**src/rtl/fetch_unit.sv**
```systemverilog
// -----------------------------------------------------------------------------
// fetch_unit
//   Instruction fetch stage. Holds the fetch PC and issues one single-word read
//   per cycle to memory. Returned words are buffered with their PCs in a small
//   prefetch FIFO, and decode drains that FIFO through a valid/ready handshake.
//   A redirect flushes the FIFO, drops any in-flight read and restarts fetch at
//   the new PC.
//
//   Optional feature macro: FETCH_ALIGN_CHECK_EN
//     defined   : a misaligned redirect halts fetch and sets a sticky align_err.
//                 A later aligned redirect clears both.
//     undefined : the redirect target is force-aligned and align_err is tied 0.
//
// Ports
//   clock, reset_n            clock; asynchronous active-low reset
//   fetch_en                  1 = new reads may be issued
//   redirect, redirect_pc     flush and restart fetch at redirect_pc
//   mem_address/rw/enable/
//   mem_access_size/wdata     read request to memory (rw=1, size 2'b00, wdata 0)
//   mem_rdata                 read data, valid the cycle after the request
//   insn, insn_pc, insn_valid head of the prefetch FIFO
//   insn_ready                decode accepts the head
//   align_err                 sticky misaligned-redirect flag
// -----------------------------------------------------------------------------
module fetch_unit #(
   parameter int                ADDR_W     = 32,
   parameter logic [ADDR_W-1:0] START_ADDR = 32'h8002_0000,
   parameter int                FIFO_DEPTH = 4
) (
   input  logic              clock,
   input  logic              reset_n,
   input  logic              fetch_en,
   input  logic              redirect,
   input  logic [ADDR_W-1:0] redirect_pc,
   output logic [ADDR_W-1:0] mem_address,
   output logic              mem_rw,
   output logic              mem_enable,
   output logic [1:0]        mem_access_size,
   output logic [31:0]       mem_wdata,
   input  logic [31:0]       mem_rdata,
   output logic [31:0]       insn,
   output logic [ADDR_W-1:0] insn_pc,
   output logic              insn_valid,
   input  logic              insn_ready,
   output logic              align_err
);

   localparam int PTR_W = $clog2(FIFO_DEPTH);
   localparam int CNT_W = PTR_W + 1;

   logic [ADDR_W-1:0] fetch_pc_q, fetch_pc_d;
   logic              inflight_q, inflight_d;
   logic [ADDR_W-1:0] inflight_pc_q, inflight_pc_d;
   logic [PTR_W-1:0]  head_q, head_d, tail_q, tail_d;
   logic [CNT_W-1:0]  count_q, count_d;
   logic [31:0]       fifo_insn_q [FIFO_DEPTH];
   logic [ADDR_W-1:0] fifo_pc_q   [FIFO_DEPTH];

   logic halted;
   logic credit_ok;
   logic push, pop;

`ifdef FETCH_ALIGN_CHECK_EN
   logic halted_q, halted_d;
   logic align_err_q, align_err_d;
   assign halted    = halted_q;
   assign align_err = align_err_q;
`else
   // Low address bits are discarded when the target is force-aligned.
   logic unused_redirect_lsbs;
   assign unused_redirect_lsbs = ^redirect_pc[1:0];
   assign halted    = 1'b0;
   assign align_err = 1'b0;
`endif

   // A read is issued only if the FIFO has room for it, counting the word that
   // is already in flight. This makes it impossible to push into a full FIFO.
   assign credit_ok  = ({1'b0, count_q} + {{CNT_W{1'b0}}, inflight_q}) < (CNT_W + 1)'(FIFO_DEPTH);
   assign mem_enable = reset_n & fetch_en & ~redirect & ~halted & credit_ok;

   assign mem_address     = fetch_pc_q;
   assign mem_rw          = 1'b1;
   assign mem_access_size = 2'b00;
   assign mem_wdata       = 32'h0;

   assign insn_valid = (count_q != '0);
   assign push       = inflight_q & ~redirect;
   assign pop        = insn_valid & insn_ready & ~redirect;

   // The output is forced to zero while empty, so it reads 0 during reset even
   // though the storage itself is not reset.
   assign insn    = insn_valid ? fifo_insn_q[head_q] : 32'h0;
   assign insn_pc = insn_valid ? fifo_pc_q[head_q]   : '0;

   always_comb begin
      // NOTE: every signal gets a default first so no path leaves it unassigned,
      // which would otherwise infer a latch.
      fetch_pc_d    = fetch_pc_q;
      inflight_d    = mem_enable;
      inflight_pc_d = inflight_pc_q;
      head_d        = head_q;
      tail_d        = tail_q;
      count_d       = count_q;
`ifdef FETCH_ALIGN_CHECK_EN
      halted_d      = halted_q;
      align_err_d   = align_err_q;
`endif

      if (mem_enable) begin
         inflight_pc_d = fetch_pc_q;
         fetch_pc_d    = fetch_pc_q + ADDR_W'(4);
      end
      if (push) tail_d = tail_q + 1'b1;
      if (pop)  head_d = head_q + 1'b1;
      unique case ({push, pop})
         2'b10:   count_d = count_q + 1'b1;
         2'b01:   count_d = count_q - 1'b1;
         default: count_d = count_q;
      endcase

      // A redirect overrides everything else. No read is issued in the redirect
      // cycle, so fetch_pc_q is still the pre-redirect value here.
      if (redirect) begin
         head_d     = '0;
         tail_d     = '0;
         count_d    = '0;
         inflight_d = 1'b0;
`ifdef FETCH_ALIGN_CHECK_EN
         if (redirect_pc[1:0] != 2'b00) begin
            halted_d    = 1'b1;
            align_err_d = 1'b1;
         end else begin
            halted_d    = 1'b0;
            align_err_d = 1'b0;
            fetch_pc_d  = redirect_pc;
         end
`else
         fetch_pc_d = {redirect_pc[ADDR_W-1:2], 2'b00};
`endif
      end
   end

   always_ff @(posedge clock or negedge reset_n) begin
      if (!reset_n) begin
         fetch_pc_q    <= START_ADDR;
         inflight_q    <= 1'b0;
         inflight_pc_q <= '0;
         head_q        <= '0;
         tail_q        <= '0;
         count_q       <= '0;
`ifdef FETCH_ALIGN_CHECK_EN
         halted_q      <= 1'b0;
         align_err_q   <= 1'b0;
`endif
      end else begin
         // NOTE: sequential state uses non-blocking assignments so every
         // register samples its pre-edge value, independent of statement order.
         fetch_pc_q    <= fetch_pc_d;
         inflight_q    <= inflight_d;
         inflight_pc_q <= inflight_pc_d;
         head_q        <= head_d;
         tail_q        <= tail_d;
         count_q       <= count_d;
`ifdef FETCH_ALIGN_CHECK_EN
         halted_q      <= halted_d;
         align_err_q   <= align_err_d;
`endif
      end
   end

   // NOTE: the FIFO storage has no reset. Its contents are only visible when
   // count_q says they are valid, so resetting them would gain nothing.
   always_ff @(posedge clock) begin
      if (push) begin
         fifo_insn_q[tail_q] <= mem_rdata;
         fifo_pc_q[tail_q]   <= inflight_pc_q;
      end
   end

   a_no_push_when_full: assert property (@(posedge clock) disable iff (!reset_n)
      !(push && (count_q == CNT_W'(FIFO_DEPTH))));

endmodule

```
**config.mk**
```make
export PLATFORM = sky130hd
export DESIGN_NAME = fetch_unit
export DESIGN_NICKNAME = d
export VERILOG_FILES = /design/src/rtl/fetch_unit.sv
export SDC_FILE = /design/constraint.sdc
export NUM_CORES = 1
export LEC_CHECK = 0
export ABC_AREA = 1
export CORE_UTILIZATION = 52
export CTS_BUF_LIST = sky130_fd_sc_hd__clkbuf_4
export CTS_CLUSTER_DIAMETER = 100
export DETAILED_ROUTE_END_ITERATION = 12
export PLACE_DENSITY = 0.77
export RECOVER_POWER = 100
export SYNTH_ARGS = -nofsm -noshare
export SYNTH_HDL_FRONTEND = slang
export SYNTH_SLANG_ARGS = --single-unit
```
**constraint.sdc**
```tcl
create_clock -name clock -period 9.55 [get_ports clock]
set_input_delay 2.865 -clock clock [delete_from_list [all_inputs] [get_ports clock]]
set_output_delay 2.865 -clock clock [all_outputs]
set_load 0.02 [all_outputs]
```
# == Yosys cells after proc, flatten, opt, wreduce, memory -nomap -nowiden ==
# Memory sizes are Yosys's and may differ from the RTL's.
# Cells that the tools add are included.
# word_totals
memories,2
mem_bits_ro,0
ff_bits,72
word_cells,42
ramBits,256
latch_bits,0
# op_classes
n_div,0
add_sub_neg,6
n_reduce_logical,5
bitwise_logic,7
eq_ne,2
shifts,0
n_mul,0
magnitude_cmp,1
n_mux,13
# mem_list
name,words,width,rd,rd_ports_with_merged_regs,wr,line_no,rtl
fifo_insn_q,4,32,1,0,1,56,logic [31:0] fifo_insn_q [FIFO_DEPTH];
fifo_pc_q,4,32,1,0,1,57,logic [ADDR_W-1:0] fifo_pc_q [FIFO_DEPTH];
# ops
cell,n
32-bit two-way mux,4
"32-bit by 3-bit adder with 32-bit output, second input constant",1
2-bit two-way mux,4
1-bit bitwise AND,6
3-bit one-hot mux with 2 select lines,1
2-bit nonzero test,3
3-bit nonzero test,2
"2-bit by 1-bit adder with 2-bit output, second input constant",2
3-bit by 1-bit adder with 4-bit output,1
"4-bit by 3-bit less-than comparator with 1-bit output, second input constant",1
"3-bit by 1-bit adder with 3-bit output, second input constant",1
1-bit two-way mux,3
3-bit two-way mux,1
"3-bit by 1-bit subtractor with 3-bit output, second input constant",1
"2-bit by 1-bit == test with 1-bit output, second input constant",1
"2-bit == test, second input constant",1
1-bit inverter,1

# == Longest topological paths before layout ==
# logic_depth
depth_word,6
depth_mapped,10

# == Worst setup path after synthesis ==
# Ideal clock, no wire load.
# synth_timing
path_type,input to output
from,in redirect
to,out mem_enable
required_ns,6.685
arrival_ns,3.555
path_stages,5
path_slack_ns,3.130
path_cell_list,buf_4 > nor2_4 > nand3_4 > inv_2 > buf_2
# synth_between
elab_chain_len,3
# synth_rtl
element,line_no,rtl
"start, declared",33,"input logic redirect,"
1-bit inverter,79,assign mem_enable = reset_n & fetch_en & ~redirect & ~halted & credit_ok;
1-bit bitwise AND (2 in series),79,
"end, declared",37,"output logic mem_enable,"
# No other way between the ends.

# == Final worst setup path ==
# Ends and elaborated chain as after synthesis.

==> metrics.csv <==
metric,value,unit
fin crit share,0.842,
Yosys top cell by area,edfxtp_1,
hpwl dp,17100,um
Area Growth Syn to Fin,19.2,%
max incr delay on CP,770,ps
vias in the first global route,9427,
layout filler cell count,2011,
Post-CTS Setup Bufs,0,
Setup WS pre-CTS,2010,ps
clk_lat worst skew,660,ps
die area,26900,um^2
slew margin rel.,-1.73,
CTS sink count,316,
GPL Wtd Cong,0.831,
cell row count,58,
max-slew violations,539,
most used flip-flop cell after synthesis,edfxtp_1,
drt drc,0,
Leakage,6.42,nW
WL final,30100,um
most common cell in the netlist,nor2_1,
H-tree levels,3,
Core Region,25500,um^2
failing checks,"capacitance limit, slew limit",
synth top area cells,"edfxtp_1 55%, dfrtp_1 12%, nor2_1 7.9%",
Post-Syn Instances,1277,
1st-pass router iterations,5,
Worst Slack Setup Final,1510,ps
worst vdd ir,0.0868,mV
final setup fails,0,
Hold Crit Class,reg2reg,
post-synthesis sequential area ratio,0.671,
Sequential cell area,9150,um^2
CTS buffer count,80,
Slew @ Worst Pin,4100,ps
initial antenna violation count,1,
Bufs and invs on worst path,3,
Netlist Area Pre-Place,13600,um^2
Max Cap Violations,9,
CP Cell Sequence,dlygate4sd3_1 -> nor2_4 -> nand3_1 -> inv_1 -> clkdlybuf4s50_1,
top achievable clock speed,124,MHz
largest net degree at the start of global routing,111,
Post-synth EDFFs,248,
I/O Buffers,160,
setup tns final,0,ps
Crit. End Element,output pin,
RSZ-0062 raised after global routing,false,
Vias/cell,5.15,
post-detailed-route count of antenna-violating nets,0,
layout net count,1542,
"top cells by count, synth","288 x nor2_1, 248 x edfxtp_1, 171 x o21ai_0, 159 x nand2_1, 67 x inv_1",
clk slew on worst S/H paths,60,ps
total number of vias,9598,
"flops & latches, synth",316,
Ports,203,
PostCTS Resize Cnt,0,
worst endpoint required time,6690,ps
initial core utilization,0.535,
status,"complete, but fails checks",
Max clock buf depth,3,
Crit-path slowest cell,clkdlybuf4s50_1,
DR WL/cell,16.1,um
"Hold Vio Cnt, Final",0,
Worst Path Max Fanout,32,
Yosys cell types,37,
Die Y,164,um
PwrDens,185,nW/um^2
layout cells sized above 1,0.0998,
area share of the largest cell type after synthesis,0.546,
first-pass GRT wire length,47800,um
area of the multi-input gates,3750,um^2
clk_skew,30.1,ps
CTS tree,yes,
Setup CP Type,in2out,
Ys Warns,0,
ys async rst share,0.215,
Avg Inst Size Synth,10.7,um^2
GRT overflow,0,
worst path arrival time,5170,ps
crit-path leading delay family,buffers and inverters,
Root Driver,clkbuf_4,
Die W,164,um
Tmin final,8040,ps
DR iter-0 viols,807,
CTS hold repair buffers,0,
overall track demand over capacity in global routing,0.232,
startpoint types,input port,
-- where the power goes --
| part | leakage [nW] | total [W] | internal (W) | switching (W) |
|---|---|---|---|---|
| clock | 0.598 | 0.00108 | 0.000558 | 0.000520 |
| sequential | 3.09 | 0.00162 | 0.00156 | 0.0000590 |
| combinational | 2.73 | 0.000314 | 0.000113 | 0.000201 |
| total | 6.42 | 0.00301 | 0.00223 | 0.000780 |
-- cells by family (layout without fill, tap and decap cells) --
logic type                 count (synthesis)  count (layout)  share of synthesized area
xor gates and xnor gates                   9               9                    0.00578
AOI/OAI and AO/OA                        253             253                     0.0962
adders and majority gates                  6               6                    0.00606
and+or+nand+nor                          515             515                      0.156
other                                      2              42                   0.000551
DFF                                      316             316                      0.671
buffers and inverters                    176             394                     0.0639
-- worst paths after layout --
| kind | start | end | slack [ps] | cells past startpoint |
|---|---|---|---|---|
| worst min-delay path | inflight_pc_q[26] | fifo_pc_q[3][26] | 510 | 0 |
| worst min register to register | inflight_pc_q[26] | fifo_pc_q[3][26] | 510 | 0 |
| max in group asynchronous | reset_n | head_q[1] | 3520 | 2 |
| min in group asynchronous | reset_n | mem_address[2] | 3710 | 2 |
| worst max register to register | count_q[0] | mem_address[27] | 4740 | 7 |
| worst max-delay path | redirect | mem_enable | 1510 | 5 |
-- state kept, by name, indices dropped and copies added, names as in the netlist --
name,flops
inflight_q,1
tail_q,2
mem_address,30
count_q,3
inflight_pc_q,30
fifo_insn_q,128
head_q,2
fifo_pc_q,120
-- per-layer routing --
metal / share of wire / wire (um) / GRT usage
met5: 0 / 0 / 0
met4: 0.016 / 488 / 0.0795
met3: 0.064 / 1940 / 0.0472
met2: 0.48 / 14300 / 0.381
met1: 0.44 / 13300 / 0.309
-- cells in the final DEF (no fill, tap or decap), drive strengths merged, types with 2 or more instances in the layout --
| cell | n |
|---|---|
| edfxtp | 248 |
| clkbuf | 124 |
| ha | 5 |
| conb | 40 |
| diode | 2 |
| clkdlybuf4s50 | 37 |
| dfstp | 2 |
| o211ai | 10 |
| clkinv | 32 |
| dfrtp | 66 |
| dlygate4sd3 | 122 |
| nand4 | 11 |
| nor2 | 299 |
| nand2 | 163 |
| a21oi | 65 |
| inv | 75 |
| o221ai | 2 |
| nand3 | 40 |
| o21ai | 172 |
| xor2 | 8 |
| buf | 4 |
-- worst register-to-register path, cell delays in order (launching register included) --
cell and delay [ps]:
dfrtp_1 440, nand3_2 150, nand3_1 110, clkbuf_1 1980, nand2_1 1380, o21ai_0 490
inv_1 70, nand3_1 90
-- per-stage QoR --
step	hold slack, ps	total power [W]	cells	utilization	cell area, um^2
6_report	510	0.00301	1865	0.638	16200
5_1_grt	544	0.00315	1864	0.638	16200
4_1_cts	518	0.00306	1863	0.640	16300
3_5_place_dp	503	0.00197	1715	0.601	15300
3_3_place_gp	492	0.00196	1715	0.601	15300
2_1_floorplan	476	0.00182	1315	-	13800
-- layout make-up --
class / count / area share
Tap cell: 330 / 0.0254
Clock inverter: 33 / 0.00801
Clock buffer: 115 / 0.0531
Multi-Input combinational cell: 823 / 0.231
Antenna cell: 2 / 0.000308
Sequential cell: 316 / 0.563
Inverter: 74 / 0.0172
Timing Repair Buffer: 172 / 0.102
(Power assumes the default switching activity.)
